`src/rtl/joy_db15_pkg.sv`:
```
// Shared constants for the DB15 SNAC joystick serial link.
package joy_db15_pkg;

  localparam int unsigned FRAME_BITS = 32;
  localparam logic        IDLE_LEVEL = 1'b1;

  // Button bit positions within a 16-bit joystick word (LSFEDCBAUDLR).
  localparam int unsigned JOY_RIGHT  = 0;
  localparam int unsigned JOY_LEFT   = 1;
  localparam int unsigned JOY_DOWN   = 2;
  localparam int unsigned JOY_UP     = 3;
  localparam int unsigned JOY_A      = 4;
  localparam int unsigned JOY_B      = 5;
  localparam int unsigned JOY_C      = 6;
  localparam int unsigned JOY_D      = 7;
  localparam int unsigned JOY_E      = 8;
  localparam int unsigned JOY_F      = 9;
  localparam int unsigned JOY_START  = 10;
  localparam int unsigned JOY_SELECT = 11;

  // Line image of both joysticks: active-low, bit 0 leaves first.
  function automatic logic [FRAME_BITS-1:0] frame_word(input logic [15:0] j1,
                                                       input logic [15:0] j2);
    return ~{j2, j1};
  endfunction

endpackage

```
`src/rtl/joy_db15_tx_sync_edge.sv`:
```
// Multi-stage synchroniser with registered rise/fall pulses; idles high.
module sync_edge
  import joy_db15_pkg::*;
#(
  parameter int unsigned SYNC_STAGES = 2
) (
  input  logic clk_sys,
  input  logic reset,
  input  logic din,
  output logic level,
  output logic rise,
  output logic fall
);

  logic [SYNC_STAGES-1:0] sync_q;
  logic                   prev_q;
  logic                   sync_out;

  assign sync_out = sync_q[SYNC_STAGES-1];

  // Synchroniser chain; the pin enters at bit 0.
  always_ff @(posedge clk_sys or posedge reset) begin
    if (reset) begin
      sync_q <= {SYNC_STAGES{IDLE_LEVEL}};
    end else begin
      sync_q <= {sync_q[SYNC_STAGES-2:0], din};
    end
  end

  // Registered edge detector; level is taken from the same stage so it
  // lines up with the rise/fall pulses.
  always_ff @(posedge clk_sys or posedge reset) begin
    if (reset) begin
      prev_q <= IDLE_LEVEL;
      rise   <= 1'b0;
      fall   <= 1'b0;
    end else begin
      prev_q <= sync_out;
      rise   <= sync_out & ~prev_q;
      fall   <= ~sync_out & prev_q;
    end
  end

  assign level = prev_q;

endmodule

```
`src/rtl/joy_db15_tx.sv`:
```
// Device-side DB15 joystick shifter: 74HC165-style load/shift with framing status.
module joy_db15_tx
  import joy_db15_pkg::*;
#(
  parameter int unsigned SYNC_STAGES = 2
) (
  input  logic        clk_sys,
  input  logic        reset,
  input  logic [15:0] joystick1,
  input  logic [15:0] joystick2,
  input  logic        joy_clk,
  input  logic        joy_load,
  output logic        joy_data,
  output logic        frame_done,
  output logic        short_frame
);

  localparam logic [5:0] CNT_FULL = 6'(FRAME_BITS);
  localparam logic [5:0] CNT_LAST = 6'(FRAME_BITS - 1);

  logic                  clk_level, clk_rise, clk_fall;
  logic                  load_s, load_rise, load_fall;
  logic [FRAME_BITS-1:0] shift_q;
  logic [5:0]            bit_cnt;
  logic                  unused_edges;

  sync_edge #(.SYNC_STAGES(SYNC_STAGES)) u_clk_sync (
    .clk_sys (clk_sys),
    .reset   (reset),
    .din     (joy_clk),
    .level   (clk_level),
    .rise    (clk_rise),
    .fall    (clk_fall)
  );

  sync_edge #(.SYNC_STAGES(SYNC_STAGES)) u_load_sync (
    .clk_sys (clk_sys),
    .reset   (reset),
    .din     (joy_load),
    .level   (load_s),
    .rise    (load_rise),
    .fall    (load_fall)
  );

  // Falling shift-clock edges and the load release carry no action.
  assign unused_edges = &{1'b0, clk_level, clk_fall, load_rise};

  // Load takes priority over a coincident shift edge; short_frame looks at
  // the count before the load clears it.
  always_ff @(posedge clk_sys or posedge reset) begin
    if (reset) begin
      shift_q     <= '1;
      bit_cnt     <= CNT_FULL;
      joy_data    <= IDLE_LEVEL;
      frame_done  <= 1'b0;
      short_frame <= 1'b0;
    end else begin
      frame_done  <= 1'b0;
      short_frame <= 1'b0;
      if (!load_s) begin
        shift_q  <= frame_word(joystick1, joystick2);
        bit_cnt  <= '0;
        joy_data <= ~joystick1[0];
        if (load_fall && (bit_cnt != '0) && (bit_cnt != CNT_FULL)) begin
          short_frame <= 1'b1;
        end
      end else if (clk_rise) begin
        shift_q  <= {IDLE_LEVEL, shift_q[FRAME_BITS-1:1]};
        joy_data <= shift_q[1];
        if (bit_cnt != CNT_FULL) begin
          bit_cnt <= bit_cnt + 6'd1;
        end
        if (bit_cnt == CNT_LAST) begin
          frame_done <= 1'b1;
        end
      end
    end
  end

endmodule

```
`config.mk`:
```
export PLATFORM = sky130hd
export DESIGN_NAME = joy_db15_tx
export DESIGN_NICKNAME = d
export VERILOG_FILES = /design/src/rtl/joy_db15_pkg.sv /design/src/rtl/joy_db15_tx_sync_edge.sv /design/src/rtl/joy_db15_tx.sv
export SDC_FILE = /design/constraint.sdc
export NUM_CORES = 1
export LEC_CHECK = 0
export ABC_CLOCK_PERIOD_IN_PS = 2300
export BUFFER_PORTS_ARGS = -buffer_cell sky130_fd_sc_hd__clkbuf_2
export CORE_MARGIN = 3
export CORE_UTILIZATION = 59
export DETAILED_ROUTE_END_ITERATION = 10
export PLACE_DENSITY = 0.83
export SETUP_SLACK_MARGIN = 0.2
export SLEW_MARGIN = 10
export SYNTH_ARGS = -nofsm -noshare
export SYNTH_HDL_FRONTEND = slang
export SYNTH_SLANG_ARGS = --single-unit
```
`constraint.sdc`:
```
create_clock -name clk_sys -period 2.3 [get_ports clk_sys]
set_clock_uncertainty 0.05 [all_clocks]
set_input_delay 0.46 -clock clk_sys [delete_from_list [all_inputs] [get_ports clk_sys]]
set_output_delay 0.46 -clock clk_sys [all_outputs]
set_load 0.01 [all_outputs]
```
== After elaboration in Yosys (flattened, before gate mapping) ==
Cells that the tools add are included.

* Logic and storage cells: 38
* Flip-flop bits (word level): 49
* Output and inout port bits: 3
* Input bits: 36

* Reductions and logical operators: 4
* $add $sub $neg: 1
* Equal/unequal tests: 4
* Muxes and demuxes: 12
* Bitwise gates (word level): 6

{| class="wikitable"
|+ Operators by type and width
! operator !! number
|-
| 2-to-1 mux 32 bit || 2
|-
| inverter 32 bit || 1
|-
| 2-to-1 mux 6 bit || 3
|-
| 2-to-1 mux 1 bit || 7
|-
| adder 6 x 1 -> 6 bit (second input constant) || 1
|-
| equality test 6 x 5 -> 1 bit (second input constant) || 1
|-
| inequality test 6 bit (second input constant) || 1
|-
| nonzero test 6 bit || 1
|-
| inequality test 2 bit (second input constant) || 2
|-
| inverter 1 bit || 3
|-
| bitwise AND 1 bit || 2
|-
| logical AND 1 bit || 2
|-
| AND reduction 2 bit || 1
|}

== Depth between registers and ports, before layout ==
Gate-level depths: netlist (run 1).

* Word-level depth: 5
* Depth in mapped cells: 5
* Mapped depth without buffers: 5

== Hierarchy ==
Synthesis (run 1) repeated with hierarchy kept, for this count alone.

* Cell total of the unflattened synthesis: 164
* Area total of the unflattened synthesis: 2,262.2 sq um

{| class="wikitable"
|+ By module, submodules not included
! module !! area an instance (sq um) !! cells each !! instances
|-
| joy_db15_tx || 1,966.9 || 148 || 1
|-
| sync_edge || 147.6 || 8 || 2
|}

== Worst setup path after synthesis (run 1) ==
No wires, ideal clock.

* Path kind: flip-flop to flip-flop
* Start point: register bit_cnt[0]
* End point: register bit_cnt[1]
* Setup time: 0.086 ns
* Data arrival time: 1.297 ns
* Data required time: 2.164 ns
* Clock period less this slack: 1.433 ns
* Cell stages (with the launch flop): 6
* Path buffers: 0
* Slack: 0.867 ns
* Path through: dfrtp_1 inv_1 ha_1 nor4b_4 mux2_4 o221ai_2

* Longest elaborated chain between the ends: 4

{| class="wikitable"
|+ RTL lines
! item !! line !! source
|-
| start: declaration || joy_db15_tx.sv:24 || <nowiki>logic [5:0] bit_cnt;</nowiki>
|-
| start signal: assignment || joy_db15_tx.sv:71 || <nowiki>bit_cnt <= bit_cnt + 6'd1;</nowiki>
|-
| adder 6 x 1 -> 6 bit || joy_db15_tx.sv:71 ||
|-
| 2-to-1 mux 6 bit || joy_db15_tx.sv:70 || <nowiki>if (bit_cnt != CNT_FULL) begin</nowiki>
|-
| 2-to-1 mux 6 bit || joy_db15_tx.sv:67 || <nowiki>end else if (clk_rise) begin</nowiki>
|-
| 2-to-1 mux 6 bit || joy_db15_tx.sv:60 || <nowiki>if (!load_s) begin</nowiki>
|}

Several ways; a longest one is shown, not always the timed one. The select of a mux whose other input is x is not followed.
A chain may end at the register's enable or synchronous reset.

== Final worst setup path (run 1) ==
Same ends and word-level chain as after synthesis.

==> results.md, run 1 <==
* FMAX at 605 MHz
* Placer congestion estimate at 0.906
* Initial antenna violation count at 0
* I/O Pins at 39
* Setup CP Type: flip-flop to flip-flop
* Cts hold-fix bufs at 0
* Die Ht at 67.1 um
* WHS at just over 0.08 ns
* Hold crit path type: input pin to asynchronous set/reset pin
* Most common cell in the netlist: mux2i_1
* Total CTS buffers at 5
* CTS Buffer Depth at 2
* All-Layer GR Usage at 0.207
* DR top layer: met4
* Fin. max-slew vios at 0
* Peak fanout along the critical path at 6
* Post-Route WL at 4020 um
* Synth cell types at 29
* Die area at 4510 um2
* Cell taking the most area after synthesis: dfstp_2
* Gr ovfl total at 0
* Post-synth top area share at 0.465
* Post-synth EDFFs at 0
* Final WS setup at 0.648 ns
* Period Utilization, post-route at 0.718
* PwrDens at 741 nW/um2
* Estimated wirelength of the detail-placed design at about 2800 um
* Final setup viols at 0
* Asr flop ratio synth at 1.00
* CTS root buffer: clkbuf_8
* Area of the core at approximately 3500 um2
* FF+latch count, synth at 48
* Mapped Nets at about 210
* Clock transition at path regs at ~0.08 ns
* Post-DRT Antenna Nets at 0
* Max-slew headroom at 0.708
* Slew @ Worst Pin at approximately 0.44 ns
* Multi-input gate area at 863 um2
* Worst-skew pair later-pin latency at approximately 0.3 ns
* DRT iter0 DRCs at 62
* Port Buf Inserts at 38
* Max cap viols at 0
* Main synth FF type: dfstp_2
* Reg-to-Reg Start: bit_cnt[0]$_DFFE_PP0P_
* Hold Fails Final Rpt at 0
* Via count at 1443
* Worst Reg-to-Reg Cells at 5
* Syn-to-layout area delta at 15.2%
* Register area at 1250 um2
* Largest net degree at the start of global routing at 29
* First-pass GRT wire length at roughly 6700 um
* TritonRoute pass-1 iters at 4
* Status: finished clean
* Peak VDD IR at roughly 570 uV
* Cell area after synthesis at 2200 um2
* DR vias/cell at about 5.6
* Synthesized instance count at around 170
* CP Launch Type: flip-flop
* Critical path origin: bit_cnt[0]$_DFFE_PP0P_
* Wirelength per Cell at 15.5 um
* Fin Setup TNS at 0 ns
* Commonest cells in the netlist: mux2i_1, dfstp_2, a21oi_1, nor2b_1, a211oi_1
* Total Nets Final at between 200 and 300
* Met2 Routed Length at ~2000 um
* Clock sink total at 48
* Site Rows at 21
* Fillcell total at 258
* Synth warnings at 0
* Share of the yosys chip area belonging to registers at 0.567
* Post-route DRC at 0
* CTS tree: done
* Reg2reg end: bit_cnt[1]$_DFFE_PP0P_
* Setup bufs post-CTS at 0
* Static Leak at about 1.1 nW
* Post-cts resize count at 0
* Htree depth at 2
* DP Worst Slack at 0.708 ns
* R2r setup slk at between 0.6 and 0.7 ns
* Layout cell share with drive strength beyond 1 at 0.455
* Die Wd at 67.1 um
* WL met3 at roughly 210 um
* Avg Synthesized Cell Area at between 10 and 15 um2
* Setup crit end kind: flip-flop
* Wl on met1 at 1700 um
* # diodes at 0
* Post-layout min period at 1.65 ns
* CP required at roughly 2.5 ns
* CP arrival at roughly 1.8 ns
* Vias in the first global route at 1443
* Synth top area cells: dfstp_2, mux2i_1, dfrtp_1, a211oi_1, nor2b_1
* Starting density of the core at 0.636
* RSZ-0062 raised after global routing: no
## state kept, by name (all words and copies together), names as in the netlist
name and cells:
u_clk_sync.level 1, short_frame 1, u_load_sync.fall 1, bit_cnt 6, u_clk_sync.sync_q 2, u_load_sync.sync_q 2
u_clk_sync.rise 1, u_load_sync.level 1, shift_q 32, frame_done 1
## cell type report
cell class	count	area share
clock buffers	6	0.0325
clock inverters	2	0.0153
inverters	5	0.00739
multi-input cells	109	0.340
flip-flops and latches	48	0.493
well taps	46	0.0227
repair buffers	43	0.0897
## critical path, stage by stage, from the launching register on
cell and delay [ns]:
dfrtp_1 0.46, inv_1 0.13, ha_1 0.16, nor4b_4 0.36, mux2_4 0.35, o221ai_2 0.06
## how the worst max path moves through the flow
stage | to | cells past startpoint | slack [ns]
floorplan | bit_cnt[0]$_DFFE_PP0P_ | 1 | 0.71
global placement | bit_cnt[1]$_DFFE_PP0P_ | 5 | 0.83
detailed placement | bit_cnt[1]$_DFFE_PP0P_ | 5 | 0.71
CTS | bit_cnt[1]$_DFFE_PP0P_ | 5 | 0.66
global route | bit_cnt[1]$_DFFE_PP0P_ | 5 | 0.62
finish | bit_cnt[1]$_DFFE_PP0P_ | 5 | 0.65
## layer usage
layer / global-route usage / up-vias
li1: - / 690
met1: 0.255 / 698
met2: 0.335 / 47
met3: 0.0632 / 8
met4: 0.0937 / 0
met5: 0 / -
## stage by stage
step                      power (W)   util  cells  cell area (um2)
final                       0.00188  0.732    259             2540
after CTS                   0.00190  0.732    259             2540
after floorplan             0.00119      -    173             2200
after global routing        0.00198  0.732    259             2540
after detailed placement    0.00127  0.697    251             2420
after global placement      0.00124  0.697    251             2420
## cells in the final DEF (no fill, tap or decap), drive strengths merged, types with 5 or more instances in the layout
master,synthesis,layout
a211oi,11,11
dfstp,39,39
clkbuf,2,44
mux2i,41,41
nand2,7,7
nor2b,12,12
a21oi,13,13
buf,9,5
inv,5,5
dfrtp,9,9
## power by group
part           leakage [nW]  switching, W  total [W]  internal, W
registers             0.531     0.0000514    0.00102     0.000973
logic                 0.523      0.000114   0.000228     0.000114
clock network        0.0614      0.000274   0.000630     0.000355
## logic make-up after synthesis
logic type	count (synthesis)	share of synthesized area
buf+inv	16	0.0414
flops	48	0.567
xor+xnor	2	0.00795
fa+ha+maj	2	0.0113
simple gates	35	0.0931
mux	42	0.193
compound gates	28	0.0863
(Power assumes the default switching activity.)
==> run 2: changes to the inputs <==
ABC_CLOCK_PERIOD_IN_PS = 1550   (was 2300)
CORE_UTILIZATION = 55   (was 59)
PLACE_DENSITY = 0.78   (was 0.83)
clock period = 1.55 ns   (was 2.3 ns; I/O delays follow)
==> run 2 against run 1 <==
Compared with the run above: the flow now finishes with violations (hold timing); worst hold slack worse by 0.083 ns; sequential share of layout area is 2.3 points lower; critical path depth stayed put; fmax is 15% higher; critical path type unchanged; largest power group unchanged.
==> results.md, run 2 (same netlist as run 1, synthesis figures left out) <==
* Placer congestion estimate at 0.972 (+7.3%)
* Post-layout min period at 1.43 ns (-0.218 ns)
* Total Power at 0.00279 W (+48%)
* Post-DRT Antenna Nets at 0 (unchanged)
* DR vias/cell at 5.54 (-0.65%)
* Cell Count, Final, Fillers Out at 271 (+4.6%)
* Hold Fails Final Rpt at 2 (+2)
* Fin Setup TNS at 0 ns (unchanged)
* Die area at 4800 um2 (+6.6%)
* Post-route DRC at 0 (unchanged)
* Max-slew headroom at 0.787 (+0.0790)
* FMAX at 697 MHz (+15%)
* Largest Register: shift_q
* Regs by FF count: shift_q: 32 flops, bit_cnt: 6 flops
* Via count at 1500 (+4.0%)
* Total CTS buffers at 5 (unchanged)
* TritonRoute pass-1 iters at 4 (unchanged)
* First-pass GRT wire length at 6820 um (+1.3%)
* Vias in the first global route at 1544 (+7.0%)
* Cts hold-fix bufs at 0 (unchanged)
* Fin. max-slew vios at 0 (unchanged)
* Largest net degree at the start of global routing at 49 (+69%)
* Port Buf Inserts at 38 (unchanged)
* All-Layer GR Usage at 0.174 (-0.0332)
* Placed insts at 254 (+1.2%)
* Slowest stage delay, CP at 0.42 ns (-0.04 ns)
* Slew @ Worst Pin at 0.319 ns (-0.119 ns)
* # diodes at 0 (unchanged)
* Status: finished, violations left
* Gr ovfl total at 0 (unchanged)
* Die Ht at 69.3 um (+3.2%)
* Max cap viols at 0 (unchanged)
* DRT iter0 DRCs at 73 (+18%)
* Period Utilization, post-route at 0.926 (+0.207)
* Setup CP Type: flip-flop to flip-flop
* CP required at 1.71 ns (-0.75 ns)
* CTS root buffer: clkbuf_8
* Area of the core at 3770 um2 (+8.7%)
* I/O Pins at 39 (unchanged)
* Worst-skew pair later-pin latency at 0.30 ns (about the same)
* Most frequent cells in the layout: mux2i_1, dfstp_2, clkbuf_2, a21oi_1, nor2b_1
* Max FFs per register at 32 (unchanged)
* Layout cell share with drive strength beyond 1 at 0.498 (+0.0424)
* Setup crit end kind: flip-flop
* Commonest non-fill, non-tap cell in the layout: mux2i_1
* Clock transition at path regs at 0.09 ns (about the same)
* PwrDens at 1050 nW/um2 (+41%)
* Die Wd at 69.3 um (+3.2%)
* Static Leak at 1.16 nW (+4.4%)
* Post-Route WL at 4200 um (+4.5%)
* WHS at -0.00287 ns (-0.0834 ns)
* Wirelength per Cell at 15.5 um (-0.15%)
* CP cell instances: inv_2 -> ha_4 -> nor4b_4 -> mux2_4 -> o221ai_2
* Final setup viols at 0 (unchanged)
* Clock sink total at 48 (unchanged)
* Htree depth at 2 (unchanged)
* Peak fanout along the critical path at 3 (-3)
* Starting density of the core at 0.585 (-0.0510)
* CTS Buffer Depth at 2 (unchanged)
* Total Nets Final at 260 (+4.0%)
* Hold crit path type: input pin to asynchronous set/reset pin
* CTS tree: done
* Site Rows at 22 (+4.8%)
* Initial antenna violation count at 0 (unchanged)
* CP max stage cell: dfrtp_1
* Syn-to-layout area delta at 20.9%
* RSZ-0062 raised after global routing: yes
* Failing checks: hold timing
* CP Launch Type: flip-flop
* CP arrival at 1.59 ns (-0.23 ns)
* Peak VDD IR at 760 uV (+32%)
* Estimated wirelength of the detail-placed design at 2740 um (-3.3%)
[run 2: changes by cell type in the layout (fill, tap and decap cells not counted), moves of 2 or more]
cell    change
ha_1        -2
ha_4        +2
inv_1       -2
buf_12      +2
buf_4       +6
[run 2: worst paths after layout]
path                                                      from                              end  slack [ns]  depth (start not counted)
worst min register to register  u_clk_sync.sync_q[0]$_DFF_PP1_   u_clk_sync.sync_q[1]$_DFF_PP1_        0.31                          0
min in group clk_sys                                  joy_load  u_load_sync.sync_q[0]$_DFF_PP1_        0.04                          1
max in group asynchronous                                reset          shift_q[19]$_DFFE_PP1P_        1.18                          3
worst min-delay path                                     reset           bit_cnt[2]$_DFFE_PP0P_      -0.003                          3
worst max-delay path                    bit_cnt[1]$_DFFE_PP0P_           bit_cnt[1]$_DFFE_PP0P_        0.12                          5
worst max register to register          bit_cnt[1]$_DFFE_PP0P_           bit_cnt[1]$_DFFE_PP0P_        0.12                          5
[run 2: timing repair]
item	in CTS	in global routing
gates resized for setup	2	4
pin swaps	3	3
setup buffers	4	5
cloned	0	0
setup endpoints to repair	9	22
[run 2: per-layer routing]
layer / track usage / vias up / wire length, um
met1: 0.215 / 748 / 1780
met3: 0.0348 / 4 / 144
met2: 0.305 / 31 / 2250
li1: - / 717 / -
met5: 0 / - / 0
met4: 0.0521 / 0 / 29
[run 2: critical path, delay by kind of cell (launching register included)]
kind,cells,cell delay (ns)
fa+ha+maj,1,0.12
flops,1,0.42
mux,1,0.34
compound gates,1,0.06
buf+inv,1,0.09
simple gates,1,0.28
[run 2: metrics by stage]
step	setup WS, ns	hold slack (ns)	cell area (um2)	utilization
after floorplan	0.144	0.264	2220	-
after global placement	0.113	0.297	2470	0.655
after detailed placement	0.0484	0.300	2470	0.655
after CTS	0.142	0.00461	2620	0.695
after global routing	0.0598	0.0127	2670	0.707
final	0.115	-0.00287	2670	0.707
[run 2: final cells by class]
type	instances	area, um2
Sequential cell	48	1250
Multi-Input combinational cell	109	892
Tap cell	48	60.1
Clock inverter	2	35.0
Clock buffer	6	72.6
Inverter	5	25.0
Fill cell	271	1110
Timing Repair Buffer	53	329
[run 2: report_power, final]
| group | switching (W) | internal [W] |
|---|---|---|
| logic | 0.000194 | 0.000206 |
| clock network | 0.000398 | 0.000479 |
| registers | 0.0000675 | 0.00144 |
==> run 3: changes to the inputs <==
--- a/config.mk
+++ b/config.mk
@@ -7,4 +7,5 @@
 export LEC_CHECK = 0
+export ABC_AREA = 1
 export ABC_CLOCK_PERIOD_IN_PS = 1550
-export BUFFER_PORTS_ARGS = -buffer_cell sky130_fd_sc_hd__clkbuf_2
+export BUFFER_PORTS_ARGS = -buffer_cell sky130_fd_sc_hd__buf_4
 export CORE_MARGIN = 3
--- a/constraint.sdc
+++ b/constraint.sdc
@@ -4,2 +4,2 @@
 set_output_delay 0.31 -clock clk_sys [all_outputs]
-set_load 0.01 [all_outputs]
+set_load 0.005 [all_outputs]
==> run 3 against run 2 <==
Compared with the run above: non-clock buffer count decreased by 6; area after synthesis is 1.8% lower; register-to-register slack gained 0.11 ns; flip-flop and latch count unchanged; largest cell class unchanged; final cell count is 13% higher; count of clock-buffer cells in the layout rose by 1; largest power group unchanged; wire length increased by 4.5%; global-route usage rose by 2.1 points; total power fell by 8.9%; clock power down 18%; the flow now finishes without violations; synthesized cell count rose by 24%; final area up 0.66%.
==> results.md, run 3 <==
* Status: finished clean
* First-pass GRT wire length at 6860 um (+0.50%)
* All-Layer GR Usage at 0.195 (+0.0212)
* Regs by FF count: shift_q: 32 flops, bit_cnt: 6 flops
* Die Ht at 68.7 um (-0.83%)
* Die Wd at 68.7 um (-0.83%)
* CP cell instances: buf_12 -> nand3_4 -> o21ai_4 -> nand2_1 -> nand2_1
* Fin. max-slew vios at 0 (unchanged)
* Post-Route WL at 4390 um (+4.5%)
* RSZ-0062 raised after global routing: yes
* CP arrival at 1.50 ns (-0.09 ns)
* Total Nets Final at 294 (+13%)
* Via count at 1671 (+11%)
* Syn-to-layout area delta at 23.9%
* I/O Pins at 39 (unchanged)
* Post-layout min period at 1.32 ns (-0.113 ns)
* Hold crit path type: input pin to flip-flop
* Clock sink total at 48 (unchanged)
* Cell taking the most area after synthesis: dfstp_2
* Avg Synthesized Cell Area at 10.1 um2 (-21%)
* Max FFs per register at 32 (unchanged)
* Setup CP Type: flip-flop to flip-flop
* Die area at 4720 um2 (-1.7%)
* Vias in the first global route at 1480 (-4.1%)
* Cell mode on critical path: nand2_1
* Post-Route Utilization at 0.722 (+0.0152)
* Max cap viols at 0 (unchanged)
* CTS Buffer Depth at 2 (unchanged)
* Mapped Nets at 253 (+20%)
* Port Buf Inserts at 38 (unchanged)
* Site Rows at 22 (unchanged)
* Post-synth EDFFs at 0 (unchanged)
* Layout cell share with drive strength beyond 1 at 0.405 (-0.0931)
* CP max stage cell: dfstp_2
* Commonest cells in the netlist: nand2_1, dfstp_2, nand3_1, o211ai_1, inv_1
* Worst Path Buf+Inv at 1 (unchanged)
* Max-slew headroom at 0.748 (-0.0392)
* Setup crit end kind: flip-flop
* Commonest non-fill, non-tap cell in the layout: nand2_1
* Share of the yosys chip area belonging to registers at 0.577 (+0.0105)
* Asr flop ratio synth at 1.00 (unchanged)
* CTS tree: done
* Post-synth top area share at 0.473 (+0.00860)
* Synthesized instance count at 215 (+24%)
* Clock transition at path regs at 0.09 ns (about the same)
* DP Worst Slack at 0.195 ns (+0.146 ns)
* Initial antenna violation count at 0 (unchanged)
* Total CTS buffers at 5 (unchanged)
* FMAX at 756 MHz (+8.5%)
* Synth warnings at 0 (unchanged)
* Critical path's top delay family: flip-flops
* Htree depth at 2 (unchanged)
* Final setup viols at 0 (unchanged)
* Most frequent cells in the layout: nand2_1, buf_4, dfstp_2, nand3_1, o211ai_1
* Estimated wirelength of the detail-placed design at 2840 um (+3.4%)
* Largest net degree at the start of global routing at 59 (+20%)
* FF+latch count, synth at 48 (unchanged)
* Synth cell types at 23 (-21%)
* Starting density of the core at 0.582 (-0.00211)
* PwrDens at 946 nW/um2 (-9.5%)
* # diodes at 0 (unchanged)
* Period Utilization, post-route at 0.853 (-0.0726)
* WHS at 0.0637 ns (+0.0666 ns)
* Most common cell in the netlist: nand2_1
* Post-route DRC at 0 (unchanged)
* DRT iter0 DRCs at 141 (+93%)
* Placer congestion estimate at 0.827 (-15%)
* Hold Fails Final Rpt at 0 (-2)
* Peak fanout along the critical path at 6 (+3)
* CP required at 1.73 ns (+0.02 ns)
* Main synth FF type: dfstp_2
* Slowest stage delay, CP at 0.59 ns (+0.17 ns)
* Peak VDD IR at 745 uV (-2.0%)
* Largest Register: shift_q
* Area of the core at 3720 um2 (-1.5%)
* Worst-skew pair later-pin latency at 0.29 ns (about the same)
* CTS root buffer: clkbuf_8
* DR vias/cell at 5.48 (-1.0%)
* Post-DRT Antenna Nets at 0 (unchanged)
* Gr ovfl total at 0 (unchanged)
* TritonRoute pass-1 iters at 4 (unchanged)
* Cell area after synthesis at 2160 um2 (-1.8%)
* Fin Setup TNS at 0 ns (unchanged)
* Final WS setup at 0.228 ns (+0.113 ns)
* Synth top area cells: dfstp_2, dfrtp_1, o211ai_1, nand2_1, nand3_1
* CP Launch Type: flip-flop
* Wirelength per Cell at 14.4 um (-7.1%)
* Slew @ Worst Pin at 0.377 ns (+0.0586 ns)
* Static Leak at 1.13 nW (-2.9%)
==> run 3: cell count changes in the layout (fill, tap and decap cells not counted), moves of 3 or more <==
| cell | delta |
|---|---|
| nand2_1 | +48 |
| mux2i_1 | -41 |
| clkbuf_2 | -39 |
| buf_4 | +29 |
| nand3_1 | +28 |
| o211ai_1 | +27 |
| a21oi_1 | -12 |
| nor2b_1 | -12 |
| a211oi_1 | -10 |
| inv_1 | +10 |
| nor2_1 | +5 |
| nand4_1 | -4 |
| o221ai_1 | +3 |
==> run 3: final timing paths <==
kind,start,to,slack (ns),cells past startpoint
min,joy_load,u_load_sync.sync_q[0]$_DFF_PP1_,0.06,1
max reg2reg,u_load_sync.level$_DFF_PP1_,bit_cnt[3]$_DFFE_PP0P_,0.23,5
min in group asynchronous,reset,bit_cnt[2]$_DFFE_PP0P_,0.50,3
min reg2reg,u_load_sync.sync_q[0]$_DFF_PP1_,u_load_sync.sync_q[1]$_DFF_PP1_,0.31,0
max in group asynchronous,reset,shift_q[27]$_DFFE_PP1P_,0.41,4
max,u_load_sync.level$_DFF_PP1_,bit_cnt[3]$_DFFE_PP0P_,0.23,5
==> run 3: cell families after synthesis <==
kind of cell | after synthesis | share of synthesized area
AOI/OAI and AO/OA | 35 | 0.127
xor gates and xnor gates | 1 | 0.00405
adders and majority gates | 2 | 0.0116
buffers and inverters | 27 | 0.0705
DFF | 48 | 0.577
and+or+nand+nor | 102 | 0.209
==> run 3: final cells by class <==
cell class              instances  area [um2]
flip-flops and latches         48        1250
fillers                       260        1030
multi-input cells             140         790
repair buffers                 47         443
clock buffers                   7        76.3
well taps                      48        60.1
inverters                      14        58.8
clock inverters                 1        5.00
==> run 3: timing repair <==
action,CTS,global route
gates cloned,0,1
resized for setup,0,10
hold endpoints to repair,9,0
endpoints found under the setup margin,17,33
pin swaps,0,5
setup buffers,1,1
hold buffers,1,0
==> run 3: metrics by stage <==
| stage | power (W) | instance area (um2) | std cells |
|---|---|---|---|
| detailed placement | 0.00181 | 2490 | 293 |
| CTS | 0.00253 | 2600 | 303 |
| global placement | 0.00180 | 2490 | 293 |
| floorplan | 0.00168 | 2170 | 215 |
| finish | 0.00254 | 2680 | 305 |
| global route | 0.00265 | 2680 | 305 |
==> run 3: routing by layer <==
metal	up-vias	track usage	wire length [um]
met5	-	0	0
met4	0	0.0584	14
met3	2	0.0405	249
met2	44	0.292	2060
met1	813	0.285	2070
li1	812	-	-
==> run 3: power breakdown <==
group	switching, W	internal [W]	total, W
Sequential	0.0000564	0.00142	0.00148
Combinational	0.000171	0.000170	0.000341
Clock	0.000399	0.000317	0.000717
